$ cat config.mk
export PLATFORM = sky130hd
export DESIGN_NAME = plab4_net_router_input_ctrl_arb_tdm
export DESIGN_NICKNAME = d
export VERILOG_FILES = /design/src/rtl/plab4_net_router_input_ctrl_arb_tdm.sv
export SDC_FILE = /design/constraint.sdc
export NUM_CORES = 1
export LEC_CHECK = 0
export CORE_AREA = 4 4 41 43
export DETAILED_ROUTE_END_ITERATION = 12
export DIE_AREA = 0 0 45 47
export GPL_ROUTABILITY_DRIVEN = 0
export PLACE_DENSITY_LB_ADDON = 0.25
export SLEW_MARGIN = 20
export SYNTH_ARGS = -nofsm -noshare
export SYNTH_HDL_FRONTEND = slang
export SYNTH_SLANG_ARGS = --single-unit
$ cat constraint.sdc
create_clock -name clk -period 1.95 [get_ports clk]
set_input_delay 0.2925 -clock clk [delete_from_list [all_inputs] [get_ports clk]]
set_output_delay 0.2925 -clock clk [all_outputs]
set_load 0.005 [all_outputs]
$ cat src/rtl/plab4_net_router_input_ctrl_arb_tdm.sv
// Per-domain input-control arbiter: picks one domain's head flit each cycle and
// routes it onto the 3-port switch-allocator request vector (TDM or RR-with-lock).
//
// state              | meaning
// tdm                | mode 0: owner = cur_dom, slot_cnt free-runs, cur_dom steps at wrap
// idle   (!lock_vld) | mode 1: owner = first valid domain searching up from rr_ptr
// locked (lock_vld)  | mode 1: owner pinned to lock_dom until it fires or drops val
module plab4_net_router_input_ctrl_arb_tdm #(
  parameter int         p_router_id    = 0,
  parameter int         p_num_routers  = 8,
  parameter int         p_num_domains  = 2,
  parameter int         p_slot_cycles  = 4,
  parameter int         p_mode         = 0,
  parameter logic [2:0] p_default_reqs = 3'b010,
  localparam int        c_dest_nbits   = $clog2(p_num_routers),
  localparam int        c_dom_nbits    = (p_num_domains > 2) ? $clog2(p_num_domains) : 1
) (
  input  logic                                 clk,
  input  logic                                 reset,
  input  logic [p_num_domains*c_dest_nbits-1:0] dest,
  input  logic [p_num_domains-1:0]             in_val,
  output logic [p_num_domains-1:0]             in_rdy,
  output logic [2:0]                           reqs,
  input  logic [2:0]                           grants,
  output logic [c_dom_nbits-1:0]               domain
);

  localparam int c_slot_nbits = (p_slot_cycles > 2) ? $clog2(p_slot_cycles) : 1;

  localparam logic [c_dest_nbits-1:0] c_id   = c_dest_nbits'(p_router_id);
  localparam logic [c_dest_nbits:0]   c_n    = (c_dest_nbits+1)'(p_num_routers);
  localparam logic [c_dest_nbits:0]   c_half = (c_dest_nbits+1)'(p_num_routers / 2);

  logic [c_slot_nbits-1:0] slot_cnt, slot_cnt_next;
  logic [c_dom_nbits-1:0]  cur_dom, cur_dom_next;
  logic [c_dom_nbits-1:0]  rr_ptr, rr_ptr_next;
  logic                    lock_vld, lock_vld_next;
  logic [c_dom_nbits-1:0]  lock_dom, lock_dom_next;

  logic [c_dom_nbits-1:0]  owner;
  logic [c_dest_nbits-1:0] owner_dest;
  logic                    fire;

  // Ring route: shortest direction east for up to half the ring, west otherwise.
  function automatic logic [2:0] route(input logic [c_dest_nbits-1:0] d);
    logic [c_dest_nbits:0] hops;
    hops = '0;
    if (d == c_id) begin
      route = p_default_reqs;
    end else begin
      if (d >= c_id) hops = {1'b0, d} - {1'b0, c_id};
      else           hops = {1'b0, d} + c_n - {1'b0, c_id};
      route = (hops <= c_half) ? 3'b100 : 3'b001;
    end
  endfunction

  function automatic logic [c_dom_nbits-1:0] dom_inc(input logic [c_dom_nbits-1:0] d);
    dom_inc = (int'(d) >= p_num_domains - 1) ? '0 : d + 1'b1;
  endfunction

  function automatic logic [c_dom_nbits-1:0] rr_pick(
    input logic [p_num_domains-1:0] v,
    input logic [c_dom_nbits-1:0]   ptr
  );
    int   idx;
    logic found;
    rr_pick = ptr;
    found   = 1'b0;
    for (int i = 0; i < p_num_domains; i++) begin
      idx = int'(ptr) + i;
      if (idx >= p_num_domains) idx = idx - p_num_domains;
      if (!found && v[idx]) begin
        rr_pick = c_dom_nbits'(idx);
        found   = 1'b1;
      end
    end
  endfunction

  always_ff @(posedge clk or negedge reset) begin
    if (!reset) begin
      slot_cnt <= '0;
      cur_dom  <= '0;
      rr_ptr   <= '0;
      lock_vld <= 1'b0;
      lock_dom <= '0;
    end else begin
      slot_cnt <= slot_cnt_next;
      cur_dom  <= cur_dom_next;
      rr_ptr   <= rr_ptr_next;
      lock_vld <= lock_vld_next;
      lock_dom <= lock_dom_next;
    end
  end

  always_comb begin
    slot_cnt_next = slot_cnt;
    cur_dom_next  = cur_dom;
    rr_ptr_next   = rr_ptr;
    lock_vld_next = lock_vld;
    lock_dom_next = lock_dom;
    if (p_mode == 0) begin
      // Slot advance ignores traffic entirely so domains cannot perturb each other.
      if (int'(slot_cnt) >= p_slot_cycles - 1) begin
        slot_cnt_next = '0;
        cur_dom_next  = dom_inc(cur_dom);
      end else begin
        slot_cnt_next = slot_cnt + 1'b1;
      end
    end else begin
      if (lock_vld && !in_val[lock_dom]) begin
        lock_vld_next = 1'b0;
      end else if (fire) begin
        rr_ptr_next   = dom_inc(owner);
        lock_vld_next = 1'b0;
      end else if (!lock_vld && (|reqs)) begin
        lock_vld_next = 1'b1;
        lock_dom_next = owner;
      end
    end
  end

  always_comb begin
    owner = '0;
    if (p_mode == 0)   owner = cur_dom;
    else if (lock_vld) owner = lock_dom;
    else               owner = rr_pick(in_val, rr_ptr);
    // Ownership is pinned to domain 0 while reset is held, independent of mode.
    if (!reset) owner = '0;

    owner_dest = dest[int'(owner)*c_dest_nbits +: c_dest_nbits];
    reqs       = in_val[owner] ? route(owner_dest) : 3'b000;
    fire       = |(reqs & grants);
    in_rdy     = fire ? (p_num_domains'(1) << owner) : '0;
    domain     = owner;
  end

endmodule

==> results.yml <==
run_status:
  status: "complete, but fails checks"
  violations: "negative setup slack"
clocking:
  clkTransAtPathRegs_ps: 40
  numClockSinks: 3
  cts-root-buf: "clkbuf_4"
  clock_path_buffers: 2
  cts_tree: "yes"
  clkLatencyLatePin_ps: 230
  htree_levels: 1
  hold_buffers: 0
  numCtsBuffers: 3
die:
  die_height_um: 47
  die_area_um2: 2120
  rows: 13
  ios: 19
  start_util: 0.187
  design.core.area_um2: 1300
  die_w_um: 45
detailed_routing:
  route.detailed.drc: 0
  dr.pass1.iters: 4
  routed_wl_um: 807
  viasPerCell: 4.32
  vias: 285
  post_drt_wl_per_cell_um: 12.2
  ant_nets: 0
  drtIter0Drc: 3
sta:
  finalSetupViolCount: 3
  slew_headroom: 0.763
  report.final.hold_viol_count: 0
  fin_crit_sh: 1.17
  worstMarginPinSlew_ps: 355
  setup_slack_ps: -340
  period_needed_ps: 2290
  finClkSkew_ps: 4.67
  maxSlewViolCount: 0
  fmax_mhz: 437
  rsz0062_at_grt: "true"
  hold-worst-slack_ps: 147
worst_setup_path:
  regToRegSetupSlack_ps: 1010
  worstSetupPathType: "reg -> out"
  end_kind: "output pin"
  critPathMaxFanout: 3
  worstPathArrival_ps: 2000
  setup.worst_path.start_class: "flip-flop"
  r2r_start: "cur_dom$_DFFE_PN0P_"
  cp.required_ps: 1660
  crit_start: "cur_dom$_DFFE_PN0P_"
synth:
  synthFlopType: "dfrtp_1"
  synth-async-reset-ratio: 1.00
  avgSynthCellArea_um2: 10.6
  synth_seq_area_share: 0.309
  yosys.area.top_type: "dfrtp_1"
  synth.top_cells.by_area: "dfrtp_1 31%, ha_1 15%, a21boi_0 9.3%"
  syn-cell-area_um2: 243
  ys_warn_count: 0
  synth_cells: 23
  synth_edf_count: 0
  yosysUniqueCellTypes: 15
  synth_seq_cells: 3
  syn-num-nets: 39
  synth_commonest_cells: "3 x a21boi_0, 3 x dfrtp_1, 3 x ha_1, 3 x nor2_1"
  synth_top_area_frac: 0.309
global_routing:
  globalRouteMet2Util: 0.161
  grtUsageMet1: 0.0685
  grt.busiest_layer: "met2"
  grt-ovfl-total: 0
  grt_max_degree: 6
  grt_use_met3: 0.0421
  grt_pass1_wl_mm: 1.24
  grt.total_usage: 0.0894
  grt_pass1_vias: 331
  antenna_found_initial: 0
power_and_ir_drop:
  p_leak_uw: 0.000264
  pwr-share-comb: 0.265
  pwr-share-clk: 0.470
  sw_frac_of_total: 0.232
  seq_power_share: 0.266
  intPower_uw: 181
  irDropWorstVdd_uv: 128
  powerDensity_nw_per_um2: 450
  net-switching-power_uw: 54.6
place:
  post_dp_cell_area_um2: 464
  port_buffers: 18
  hpwl_um: 654
  dpl.cell_count: 59
run:
  drv_cap: 0
layout:
  seqCellArea_um2: 75.1
  fillCellCount: 149
  drive_gt1_frac: 0.471
  postLayoutCellArea_um2: 523
  multi_input_area_um2: 198
  fin_util: 0.402
  area_growth_pct: 115
  nNetsFinal: 68
  fin_cells: 66
  num_antenna_cells: 0
hold_path:
  min_path_type: "in -> async"
==> routing by layer <==
layer / up-vias / routed length (µm)
met4: 0 / 7
met2: 16 / 398
met1: 122 / 274
met3: 2 / 127
li1: 145 / -
met5: - / 0
==> registers in the layout (all words and copies together) (netlist names) <==
| signal | count |
|---|---|
| cur_dom | 1 |
| slot_cnt | 2 |
==> per-stage QoR <==
step           setup TNS [ps]  setup WS, ps  power (µW)
4_1_cts                  -746          -332         241
2_1_floorplan               0          69.7        79.5
3_5_place_dp            -2950          -760         120
5_1_grt                  -792          -393         246
3_3_place_gp            -2790          -722         119
6_report                 -569          -340         236
==> critical path: stages, from the launching register on <==
cell      delay [ps]
dfrtp_1          390
a211o_2          370
o31a_4           120
ha_4             210
a222oi_1         340
buf_4            180
nor2_2            30
buf_2            120
==> cells in the final DEF, fill, tap and decap left out, drive strengths merged, types with 2 or more instances in the layout <==
cell type / synthesis / layout
a21boi: 3 / 3
buf: 0 / 10
clkbuf: 0 / 5
clkdlybuf4s50: 0 / 11
dfrtp: 3 / 3
dlygate4sd2: 0 / 2
ha: 3 / 3
nor2: 3 / 3
==> worst paths after layout <==
path | endpoint | cells after the start
worst max-delay path | in_rdy[0] | 7
worst min-delay path | cur_dom$_DFFE_PN0P_ | 2
worst max register to register | cur_dom$_DFFE_PN0P_ | 3
worst min register to register | slot_cnt[0]$_DFF_PN0_ | 1
max in group asynchronous | slot_cnt[0]$_DFF_PN0_ | 2
min in group clk | slot_cnt[0]$_DFF_PN0_ | 1
==> logic make-up after synthesis <==
family	Yosys count	synth area share
AO/OA/AOI/OAI	8	0.289
AND/OR/NAND/NOR	5	0.0928
adder cells (fa/ha/maj)	3	0.155
flip-flops	3	0.309
multiplexers	2	0.103
XOR/XNOR	1	0.0361
buffers and inverters	1	0.0154
==> power groups by stage <==
| stage | registers, µW | clock network (µW) | logic, µW |
|---|---|---|---|
| 6_report | 62.6 | 111 | 62.3 |
| 5_1_grt | 62.5 | 116 | 67.0 |
| 4_1_cts | 62.6 | 117 | 61.9 |
| 3_5_place_dp | 63.4 | 0 | 57.0 |
| 3_3_place_gp | 63.4 | 0 | 55.5 |
| 2_1_floorplan | 63.4 | 0 | 16.1 |
==> layout make-up <==
type                    count  share of cell area
clock buffers               4              0.0502
inverters                   1             0.00718
multi-input cells          19               0.378
flip-flops and latches      3               0.144
well taps                  15              0.0359
repair buffers             24               0.385
==> what timing repair did <==
action / in CTS / in global routing
pin swaps: 5 / 2
endpoints found under the hold margin: 0 / 0
setup endpoints to repair: 5 / 5
resized for setup: 23 / 7
buffers inserted: 2 / 1
Note: power is estimated with default switching activity, not from simulation.
